**config.mk**
```make
export PLATFORM = sky130hd
export DESIGN_NAME = fact_engine
export DESIGN_NICKNAME = d
export VERILOG_FILES = /design/src/rtl/fact_engine.sv
export SDC_FILE = /design/constraint.sdc
export NUM_CORES = 1
export LEC_CHECK = 0
export BUFFER_PORTS_ARGS = -buffer_cell sky130_fd_sc_hd__clkbuf_2
export CAP_MARGIN = 20
export CORE_UTILIZATION = 55
export CTS_BUF_LIST = sky130_fd_sc_hd__clkbuf_8
export CTS_CLUSTER_SIZE = 24
export DETAILED_ROUTE_END_ITERATION = 10
export PLACE_DENSITY = 0.77
export SYNTH_ARGS = -nofsm -noshare
export SYNTH_HDL_FRONTEND = slang
export SYNTH_SLANG_ARGS = --single-unit
```
**constraint.sdc**
```tcl
create_clock -name clk1 -period 7.9 [get_ports clk1]
set_input_delay 2.37 -clock clk1 [delete_from_list [all_inputs] [get_ports clk1]]
set_output_delay 2.37 -clock clk1 [all_outputs]
set_load 0.02 [all_outputs]
```
**src/rtl/fact_engine.sv**
```systemverilog
// fact_engine: multi-cycle N! coprocessor built around a radix-2 shift-add
// multiplier. Each iteration multiplies the accumulator by k (NBITS cycles),
// then decrements k until k <= 1. Overflow is sticky per operation, and the
// result either saturates to all-ones or wraps modulo 2^WIDTH.
module fact_engine #(
  parameter int unsigned WIDTH = 32,
  parameter int unsigned NBITS = 5,
  parameter bit          SAT   = 1'b1
) (
  input  logic             clk1,
  input  logic             rst_n,
  input  logic             start,
  input  logic [NBITS-1:0] n_in,
  output logic             busy,
  output logic             done,
  output logic [WIDTH-1:0] result,
  output logic             overflow
);

  // Partial product is wide enough to hold acc * k without losing bits.
  localparam int unsigned PW = WIDTH + NBITS;
  localparam int unsigned CW = $clog2(NBITS + 1);

  typedef enum logic [2:0] {
    S_IDLE,
    S_CHECK,
    S_MUL,
    S_UPD,
    S_DONE
  } state_t;

  state_t           state;
  logic [NBITS-1:0] k;
  logic [WIDTH-1:0] acc;
  logic [PW-1:0]    partial;
  logic [NBITS-1:0] mplr;
  logic [CW-1:0]    bitcnt;
  logic             ovf_sticky;

  logic [PW-1:0]    addend_c;
  logic             ovf_now_c;
  logic             last_bit_c;

  // Shifted multiplicand, upper-bit overflow detect and final-bit flag.
  assign addend_c   = PW'(acc) << bitcnt;
  assign ovf_now_c  = |partial[PW-1:WIDTH];
  assign last_bit_c = (bitcnt == CW'(NBITS - 1));

  // Controller and datapath; the overflow output tracks the internal sticky
  // flag only at completion, so result/overflow stay stable between pulses.
  always_ff @(posedge clk1 or negedge rst_n) begin
    if (!rst_n) begin
      state      <= S_IDLE;
      k          <= '0;
      acc        <= '0;
      partial    <= '0;
      mplr       <= '0;
      bitcnt     <= '0;
      ovf_sticky <= 1'b0;
      busy       <= 1'b0;
      done       <= 1'b0;
      result     <= '0;
      overflow   <= 1'b0;
    end else begin
      done <= 1'b0;
      case (state)
        S_IDLE: begin
          if (start) begin
            k          <= n_in;
            acc        <= WIDTH'(1);
            ovf_sticky <= 1'b0;
            busy       <= 1'b1;
            state      <= S_CHECK;
          end
        end
        S_CHECK: begin
          if (k <= NBITS'(1)) begin
            state <= S_DONE;
          end else begin
            partial <= '0;
            mplr    <= k;
            bitcnt  <= '0;
            state   <= S_MUL;
          end
        end
        S_MUL: begin
          if (mplr[0]) begin
            partial <= partial + addend_c;
          end
          mplr   <= mplr >> 1;
          bitcnt <= bitcnt + CW'(1);
          if (last_bit_c) begin
            state <= S_UPD;
          end
        end
        S_UPD: begin
          if (ovf_now_c) begin
            ovf_sticky <= 1'b1;
          end
          acc   <= (SAT && (ovf_now_c || ovf_sticky)) ? '1 : partial[WIDTH-1:0];
          k     <= k - NBITS'(1);
          state <= S_CHECK;
        end
        S_DONE: begin
          result   <= acc;
          overflow <= ovf_sticky;
          done     <= 1'b1;
          busy     <= 1'b0;
          state    <= S_IDLE;
        end
        default: begin
          state <= S_IDLE;
        end
      endcase
    end
  end

endmodule

```
Word-level counts from Yosys, hierarchy flattened
Cells that the tools add are included.
{ "totals": {"reg_bits": 121, "inputBits": 8, "output_inout_bits": 35, "elab_cells": 60} }
{ "classes": {"addsub": 3, "order_cmp": 1, "eq_ne": 10, "n_shift": 1, "muxes": 22, "reduce_logical": 12} }
{ "op_table": {"columns": ["cell", "count"], "rows": [
  ["37-bit 2-to-1 mux", 2],
  ["37-bit case mux with 2 select lines", 1],
  ["32-bit 2-to-1 mux", 2],
  ["32-bit case mux with 2 select lines", 1],
  ["37-bit adder", 1],
  ["32-bit by 3-bit << shifter with 37-bit output", 1],
  ["5-bit case mux with 2 select lines", 2],
  ["3-bit 2-to-1 mux", 4],
  ["3-bit case mux with 4 select lines", 1],
  ["5-bit 2-to-1 mux", 2],
  ["2-bit inequality test (second input constant)", 5],
  ["2-bit AND reduction", 4],
  ["3-bit by 2-bit equality test with 1-bit output (second input constant)", 2],
  ["3-bit equality test (second input constant)", 2],
  ["3-bit case mux with 2 select lines", 1],
  ["3-bit AND reduction", 2],
  ["2-bit nonzero test", 3],
  ["5-bit by 1-bit <= comparator with 1-bit output (second input constant)", 1],
  ["5-bit OR reduction", 1],
  ["5-bit by 1-bit subtractor with 5-bit output (second input constant)", 1],
  ["1-bit 2-to-1 mux", 4],
  ["1-bit case mux with 2 select lines", 2],
  ["3-bit by 1-bit adder with 3-bit output (second input constant)", 1],
  ["3-bit by 1-bit equality test with 1-bit output (second input constant)", 1],
  ["other kinds (2)", 2]
]} }

Longest topological paths before layout
Gate-level depths: netlist of run 1.
{ "depth": {"depth_word": 4, "mapped_depth": 17, "ltp_nobuf": 15} }

Worst setup path after synthesis of run 1
OpenSTA, ideal clock, no wires.
{ "synth_path": {"kind": "register to register", "from": "register bitcnt[1]", "to": "register partial[21]", "setup_ns": 0.138, "arrival_ns": 3.633, "t_required_ns": 7.762, "path_slack_ns": 4.129, "path_stages_with_launch": 15, "path_buffers": 3, "synth_period_minus_slack_ns": 3.771, "cell_sequence": "dfrtp_1 clkbuf_1 buf_1 clkbuf_1 mux2i_1 o21ai_0 ha_1 and3_1 a31oi_1 a31oi_2 or4_4 a21oi_4 o21ai_2 xnor2_1 o22ai_1"} }
{ "synth_between": {"elab_chain_len": 4} }
{ "synth_lines": {"columns": ["element", "line", "rtl"], "rows": [
  ["from (decl)", "37", "logic [CW-1:0] bitcnt;"],
  ["from (signal assigned)", "91", "bitcnt <= bitcnt + CW'(1);"],
  ["32-bit by 3-bit << shifter with 37-bit output", "45", "assign addend_c = PW'(acc) << bitcnt;"],
  ["37-bit adder", "88", "partial <= partial + addend_c;"],
  ["37-bit 2-to-1 mux", "87", "if (mplr[0]) begin"],
  ["37-bit case mux with 2 select lines", "66", "case (state)"],
  ["to (signal assigned)", "88", null],
  ["to (decl)", "35", "logic [PW-1:0] partial;"]
]} }
No other way between the ends. The select of a mux whose other input is x is not followed.
A chain may end at the register's enable or synchronous reset.

Worst setup path in the final report of run 1
{ "layout_path": {"from": "register bitcnt[0]", "to": "register partial[31]"} }
Same word-level chain as after synthesis.

==> impl_metrics.ini, run 1 <==
[grt]
grt_max_degree = 62
track_usage_pct = 27.99
overflow = 0
antenna_found_initial = 0
grt_pass1_vias = 6091
grt_pass1_wl_um = 31710

[worst_setup_path]
critPathMaxStageDelay_ns = 0.66
slowest_stage = dfrtp_1
cp.required_ns = 8.25
criticalPathCategory = reg -> reg
crit_path_frequent_cell = a21o_1
crit_chain = buf_4 > mux2_2 > mux4_2 > ha_1 > a21o_1 > a21o_1 > a21oi_1 > o21bai_1 > a211oi_1 > o21ai_1 > or2_2 > a32o_1
cp-end-kind = flop
critPathMaxFanout = 27
r2r_start = bitcnt[0]$_DFFE_PN0P_
critPathTopFamily = compound AO/OA/AOI/OAI gates
path_buf_inv = 1
crit_arrival_ns = 4.51
startpoint = bitcnt[0]$_DFFE_PN0P_
critPathLaunchType = flop

[timing]
rsz0062_at_grt = false
worst-slew-pin-transition_ns = 0.8594
skew_ns = 0.009936
setup_violations = 0
fin_crit_sh_pct = 52.67
hold_viol_final = 0
maxSlewHeadroom_pct = 42.45
clock.fmax_mhz = 240.3
period_needed_ns = 4.161
maxSlewViolCount = 0
setup_slack_ns = 3.739
finalSetupTns_ns = 0

[floorplanning]
placementRows = 43
ios = 43
die_height_um = 121.7
coreArea_um2 = 13930
die_w_um = 121.7
start_util_pct = 56.57
die-area_um2 = 14810

[route]
final_antenna_net_count = 0
firstDrtPassIters = 5
drc = 0
num_vias = 6485
wl_um = 19840
wl_per_cell_um = 19.28
drt-initial-drc-count = 692
via_per_inst = 6.302

[synthesis]
synthArstFlopShare_pct = 100.0
ys_types = 71
netlist.area_leader.share_pct = 38.41
synth-seq-cells = 121
synth_fa_ha_area_share_pct = 6.603
synth_top_area_cell = dfrtp_1
postSynthAreaPerCell_um2 = 9.696
yosys_warnings = 0
synth_compound_area_share_pct = 17.51
ys.flop_type = dfrtp_1
synth_simple_gate_area_share_pct = 14.67
syn_nets = 862
synth.cell_area_um2 = 7883
synthTopCellsByCount = 121 x dfrtp_1, 85 x nand2_1, 68 x a21oi_1
synthXorXnorAreaFrac_pct = 3.222
synth_top_family_by_area = compound AO/OA/AOI/OAI gates
synth-edff-count = 0
seq_area_frac_synth_pct = 38.41
synth.area.mux_share_pct = 16.41
yosysMostFrequentCell = dfrtp_1
synthTopCellsByArea = dfrtp_1 38%, mux2_2 8.6%, ha_1 6.3%
syn_inst = 813

[cells_and_area]
postLayoutCoreUtil_pct = 61.50
nets = 886
final_layout_size_suffix_gt1_share_pct = 22.14
fillCellCount = 1183
syn_to_final_growth_pct = 8.714
antenna_cells = 0

[power]
power.density_nw_per_um2 = 476.4
p_leak_nw = 3.933
total_power_mw = 4.082
irDropWorstVdd_mv = 0.2086

[worst_hold_path]
hold_path_class = reg -> reg
worstHoldStart = mplr[2]$_DFFE_PN0P_

[cts]
cts_tree = built
insertion_delay_ns = 0.46
clock_sinks = 121
htree_levels = 4
cts_setup_buffers = 0
clkTransAtPathRegs_ns = 0.08
cts-hold-fix-buffers = 0
cts_made_buffers = 17
cts_root_buf = clkbuf_8
clock_path_buffers = 2
ctsResizeCount = 0

[job]
drv_cap = 0

[placement]
place_ws_ns = 3.791
place_congestion = 0.8881
io_buffer_count = 42
hpwl_um = 13480

[outcome]
outcome = finished clean
worst min-delay path: stages (launching register included):
cell and delay, ns:
dfrtp_1 0.34, nand2_1 0.05, o21ai_0 0.07
placed cells by master, fill, tap and decap left out, drive strengths merged, types with 5 or more instances in the layout:
cell / instances
dfrtp: 121
nand2: 86
a21oi: 75
nor2: 64
mux2: 60
clkbuf: 60
o21ai: 53
nor3: 42
ha: 40
mux2i: 19
mux4: 19
inv: 18
xor2: 17
a21o: 15
buf: 13
nand3: 12
o22ai: 12
xnor2: 12
a211oi: 9
nor2b: 6
nand2b: 6
a31oi: 6
o31ai: 6
o211ai: 5
clkinvlp: 5
clkinv: 5
nor3b: 5
cells by family (layout without fill, tap and decap cells):
| group | after synthesis | in the layout |
|---|---|---|
| adders and majority gates | 41 | 41 |
| xor gates and xnor gates | 29 | 29 |
| buffers and inverters | 65 | 101 |
| muxes | 98 | 98 |
| and+or+nand+nor | 249 | 249 |
| DFF | 121 | 121 |
| AOI/OAI and AO/OA | 210 | 210 |
where the power goes:
| group | total [mW] | leakage, nW | internal [mW] | switching [mW] |
|---|---|---|---|---|
| Combinational | 2.53 | 2.18 | 1.03 | 1.51 |
| Clock | 0.490 | 0.167 | 0.228 | 0.262 |
| Sequential | 1.06 | 1.58 | 0.825 | 0.234 |
cell type report:
type | instances | area (µm²) | area share [%]
Multi-Input combinational cell | 627 | 4612 | 53.82
Sequential cell | 121 | 3029 | 35.35
Timing Repair Buffer | 54 | 302.8 | 3.533
Clock buffer | 19 | 261.5 | 3.052
Tap cell | 180 | 225.2 | 2.628
Clock inverter | 12 | 78.83 | 0.9198
Inverter | 16 | 60.06 | 0.7008
worst paths after layout:
kind	slack, ns	endpoint	cells after the start
worst max-delay path	3.74	partial[31]$_DFFE_PN0P_	12
worst min-delay path	0.49	mplr[1]$_DFFE_PN0P_	2
worst max register to register	3.74	partial[31]$_DFFE_PN0P_	12
worst min register to register	0.49	mplr[1]$_DFFE_PN0P_	2
max in group asynchronous	4.54	bitcnt[1]$_DFFE_PN0P_	2
min in group asynchronous	2.01	mplr[3]$_DFFE_PN0P_	1
metrics by stage:
step	instance area, µm²	hold WS (ns)	instances
after floorplan	7883	0.4492	813
after global placement	8229	0.4778	998
after detailed placement	8229	0.4777	998
after CTS	8569	0.5037	1029
after global routing	8569	0.5230	1029
final	8569	0.4923	1029
state kept, by name (all words and copies together) (netlist names):
name / count
k: 5
acc: 32
bitcnt: 3
busy: 1
done: 1
mplr: 5
state: 3
result: 32
overflow: 1
ovf_sticky: 1
partial: 37
layer usage:
metal,wire [µm],GRT usage (%)
met5,0,0
met4,433,10.34
met3,1297,6.601
met2,9165,43.00
met1,8947,38.42
No activity file was read; power rests on OpenSTA's default activity.
==> run 2, diff against run 1 <==
- clock period: 7.9 -> 3.92 ns (I/O delays scaled with it)
==> impl_metrics.ini, run 2 (same netlist as run 1, synthesis figures left out) <==
[grt]
grt_pass1_vias = 6188
grt_max_degree = 51
antenna_found_initial = 0
grt_pass1_wl_um = 32490
overflow = 0
track_usage_pct = 28.66

[cells_and_area]
largestRegisters = partial (37), acc (32), result (32)
layout_commonest_cell = dfrtp_1
postLayoutCoreUtil_pct = 63.43
multiInputGateArea_um2 = 4637
layout_common_cells = 120 x dfrtp_1, 85 x nand2_1, 68 x a21oi_1
syn_to_final_growth_pct = 12.13
regMostFlops = partial
seqCellArea_um2 = 3029
fillCellCount = 1084
fin_area_um2 = 8838
largest_reg_flops = 37
nets = 899
antenna_cells = 0
final_layout_size_suffix_gt1_share_pct = 23.87
final_cells = 1043

[worst_hold_path]
hold_path_class = reg -> reg

[timing]
maxSlewViolCount = 0
period_needed_ns = 3.748
worst-slew-pin-transition_ns = 0.7702
setup_violations = 0
hold_viol_final = 0
clock.fmax_mhz = 266.8
maxSlewHeadroom_pct = 48.50
fin_crit_sh_pct = 95.62
hold_ws_ns = 0.4981
skew_ns = 0.01169

[cts]
cts_setup_buffers = 0
cts_root_buf = clkbuf_8
htree_levels = 4
insertion_delay_ns = 0.46
cts_tree = built
clock_sinks = 121
clkTransAtPathRegs_ns = 0.07
ctsResizeCount = 0
cts_made_buffers = 17
clock_path_buffers = 2
cts-hold-fix-buffers = 0

[placement]
io_buffer_count = 42
placed_cell_area_um2 = 8352
hpwl_um = 13790
place_congestion = 0.9363
dp.cells = 1011

[route]
num_vias = 6531
firstDrtPassIters = 6
wl_um = 20040
drc = 0
final_antenna_net_count = 0
wl_per_cell_um = 19.22
drt-initial-drc-count = 837
via_per_inst = 6.262

[power]
power_switching_mw = 4.080
p_sw_share_pct = 46.97
total_power_mw = 8.686
internal_power_mw = 4.606
clockPowerShare_pct = 14.9
p_leak_nw = 4.069
power_frac_seq_pct = 24.5
irDropWorstVdd_mv = 0.4140
combPwrFrac_pct = 60.7
power.density_nw_per_um2 = 982.7

[outcome]
outcome = finished clean

[worst_setup_path]
critPathLaunchType = flop
critPathMaxFanout = 12
critPathTopFamily = compound AO/OA/AOI/OAI gates
rrSetupSlack_ns = 0.17
cp-end-kind = flop
path_buf_inv = 2
criticalPathCategory = reg -> reg
crit_path_frequent_cell = buf_4
crit_arrival_ns = 4.15
critPathMaxStageDelay_ns = 0.40
crit_chain = buf_4 > mux2_2 > o21ai_0 > mux2i_1 > ha_1 > buf_4 > nand2_1 > o21ai_2 > a221oi_4 > a21oi_2 > nor4_2 > nor3_1 > or3_1 > a31oi_1 > a41o_1
cp.required_ns = 4.32
slowest_stage = mux2_2

[floorplanning]
ios = 43
start_util_pct = 56.57
die_height_um = 121.7
die-area_um2 = 14810
coreArea_um2 = 13930
placementRows = 43
die_w_um = 121.7

[job]
drv_cap = 0
==> run 2: cell count changes in the layout (fill, tap and decap cells not counted), moves of 2 or more <==
cell / change
clkbuf_8: +2
clkinv_2: -3
buf_4: +10
bufinv_16: +4
buf_12: +2
clkinvlp_4: -2
==> run 2: cell type report <==
type | instances | share of cell area (%)
repair buffers | 67 | 4.856
inverters | 16 | 0.6795
clock inverters | 11 | 1.911
multi-input cells | 627 | 52.46
clock buffers | 21 | 3.270
flip-flops and latches | 121 | 34.27
well taps | 180 | 2.548
==> run 2: final timing paths <==
kind	startpoint	endpoint	depth (start not counted)
setup reg to reg	bitcnt[0]$_DFFE_PN0P_	partial[36]$_DFFE_PN0P_	15
min in group asynchronous	rst_n	k[2]$_DFFE_PN0P_	1
max in group asynchronous	rst_n	acc[11]$_DFFE_PN0P_	2
hold reg to reg	mplr[1]$_DFFE_PN0P_	mplr[0]$_DFFE_PN0P_	2
hold / removal	mplr[1]$_DFFE_PN0P_	mplr[0]$_DFFE_PN0P_	2
setup / recovery	bitcnt[0]$_DFFE_PN0P_	partial[36]$_DFFE_PN0P_	15
==> run 2: worst register-to-register path, delay by kind of cell (launching register included) <==
family | cells | cell delay (ns)
adder cells (fa/ha/maj) | 1 | 0.32
multiplexers | 2 | 0.54
AND/OR/NAND/NOR | 4 | 0.90
buffers and inverters | 2 | 0.37
flip-flops | 1 | 0.35
AO/OA/AOI/OAI | 6 | 1.21
==> run 2: through the flow <==
step	setup WS, ns	TNS, ns
floorplan	0.1494	0
global placement	0.2567	0
detailed placement	0.2027	0
CTS	0.1725	0
global route	-0.005940	-0.005940
finish	0.1717	0
==> run 2: power groups by stage <==
stage                     logic [mW]  clock network [mW]  registers, mW
after global routing            5.77                1.36           2.17
after floorplan                 3.95                   0           1.98
after detailed placement        5.10                   0           2.13
after CTS                       5.17                1.30           2.11
after global placement          4.99                   0           2.12
final                           5.27                1.29           2.13
==> run 2: routing by layer <==
| metal | vias to the layer above | share of wire (%) | GRT usage (%) |
|---|---|---|---|
| met3 | 29 | 6.7 | 6.461 |
| met1 | 3191 | 45 | 39.35 |
| met4 | 0 | 1.8 | 9.954 |
| met2 | 267 | 46 | 44.64 |
| li1 | 3044 | - | - |
| met5 | - | 0 | 0 |
==> run 3, diff against run 2 <==
- MAX_ROUTING_LAYER: default -> met4
==> impl_metrics.ini, run 3 (same netlist as run 1, synthesis figures left out) <==
[route]
final_antenna_net_count = 0
firstDrtPassIters = 6
wl_um = 20090
drc = 0
via_per_inst = 6.275
num_vias = 6570
wl_per_cell_um = 19.19
drt-initial-drc-count = 731

[worst_setup_path]
cp-end-kind = flop
cp.required_ns = 4.24
crit_arrival_ns = 4.08
criticalPathCategory = reg -> reg
critPathMaxFanout = 12
critPathLaunchType = flop

[cells_and_area]
regMostFlops = partial
largestRegisters = partial (37), acc (32), result (32)
largest_reg_flops = 37
layout_common_cells = 120 x dfrtp_1, 85 x nand2_1, 68 x a21oi_1
antenna_cells = 0
final_layout_size_suffix_gt1_share_pct = 23.99
postLayoutCoreUtil_pct = 63.27
multiInputGateArea_um2 = 4624
layout_commonest_cell = dfrtp_1
fillCellCount = 1125
syn_to_final_growth_pct = 11.84
seqCellArea_um2 = 3029
nets = 903

[cts]
clock_sinks = 121
htree_levels = 4
cts_tree = built
clkTransAtPathRegs_ns = 0.07
insertion_delay_ns = 0.46
cts_root_buf = clkbuf_8
clock_path_buffers = 2
cts_made_buffers = 17
cts_setup_buffers = 0
cts-hold-fix-buffers = 0

[timing]
maxSlewHeadroom_pct = 47.83
rsz0062_at_grt = false
setup_violations = 0
worst-slew-pin-transition_ns = 0.7802
fin_crit_sh_pct = 95.94
clock.fmax_mhz = 265.9
skew_ns = 0.008583
period_needed_ns = 3.761
maxSlewViolCount = 0
hold_viol_final = 0
finalSetupTns_ns = 0

[floorplanning]
die_height_um = 121.7
die-area_um2 = 14810
start_util_pct = 56.57
coreArea_um2 = 13930
die_w_um = 121.7
placementRows = 43
ios = 43

[grt]
grt_pass1_wl_um = 32530
antenna_found_initial = 0
grt_max_degree = 47
overflow = 0
track_usage_pct = 29.55
grt_pass1_vias = 6272

[worst_hold_path]
hold_path_class = reg -> reg

[outcome]
outcome = finished clean

[power]
power.density_nw_per_um2 = 976.9
p_leak_nw = 4.072
total_power_mw = 8.612
irDropWorstVdd_mv = 0.3894

[placement]
io_buffer_count = 42
hpwl_um = 13920
place_congestion = 0.8971

[job]
drv_cap = 0
run 3: timing repair:
action                     4_1_cts  5_1_grt
hold endpoints to repair         0        0
setup endpoints to repair        0        5
resized for setup                0        5
run 3: stage by stage:
step | std cells | worst slack (ns) | area, µm² | hold slack, ns
2_1_floorplan | 813 | 0.1494 | 7883 | 0.4492
3_3_place_gp | 1015 | 0.2438 | 8382 | 0.4718
3_5_place_dp | 1015 | 0.1637 | 8382 | 0.4775
4_1_cts | 1047 | 0.1517 | 8796 | 0.5037
5_1_grt | 1047 | 0.006533 | 8816 | 0.5269
6_report | 1047 | 0.1592 | 8816 | 0.5005
run 3: power breakdown:
group          internal, mW  switching, mW  total, mW
clock network         0.656          0.525       1.18
logic                  2.21           3.09       5.30
registers              1.66          0.467       2.13
run 3: path summary, 6_finish.rpt:
check | end | from | slack [ns] | cells past startpoint
max reg2reg | partial[28]$_DFFE_PN0P_ | bitcnt[0]$_DFFE_PN0P_ | 0.16 | 15
max in group asynchronous | partial[10]$_DFFE_PN0P_ | rst_n | 2.35 | 2
min in group asynchronous | partial[32]$_DFFE_PN0P_ | rst_n | 0.70 | 1
min | mplr[0]$_DFFE_PN0P_ | mplr[1]$_DFFE_PN0P_ | 0.50 | 2
min reg2reg | mplr[0]$_DFFE_PN0P_ | mplr[1]$_DFFE_PN0P_ | 0.50 | 2
max | partial[28]$_DFFE_PN0P_ | bitcnt[0]$_DFFE_PN0P_ | 0.16 | 15
run 3: critical path, stage by stage, from the launching register on:
cell,delay [ns]
dfrtp_1,0.40
buf_12,0.16
mux2_2,0.38
o21ai_0,0.33
buf_4,0.17
mux2i_1,0.10
ha_1,0.35
buf_4,0.17
and3_1,0.25
nand3_1,0.17
a21oi_2,0.09
o31a_1,0.38
a21o_1,0.21
a21oi_1,0.21
xor2_1,0.16
o21ai_0,0.09
run 3: layout make-up:
| class | instances | area share (%) |
|---|---|---|
| Multi-Input combinational cell | 627 | 52.46 |
| Inverter | 16 | 0.6812 |
| Sequential cell | 121 | 34.36 |
| Timing Repair Buffer | 71 | 5.251 |
| Clock inverter | 13 | 1.731 |
| Clock buffer | 19 | 2.966 |
| Tap cell | 180 | 2.555 |
run 3: per-layer routing:
layer / track usage (%) / part of all wire [%] / wire [µm] / vias up
li1: - / - / - / 3068
met1: 39.61 / 46 / 9268 / 3233
met2: 45.10 / 46 / 9291 / 236
met3: 5.571 / 5.8 / 1163 / 33
met4: 9.877 / 1.8 / 365 / 0
met5: - / 0 / 0 / -
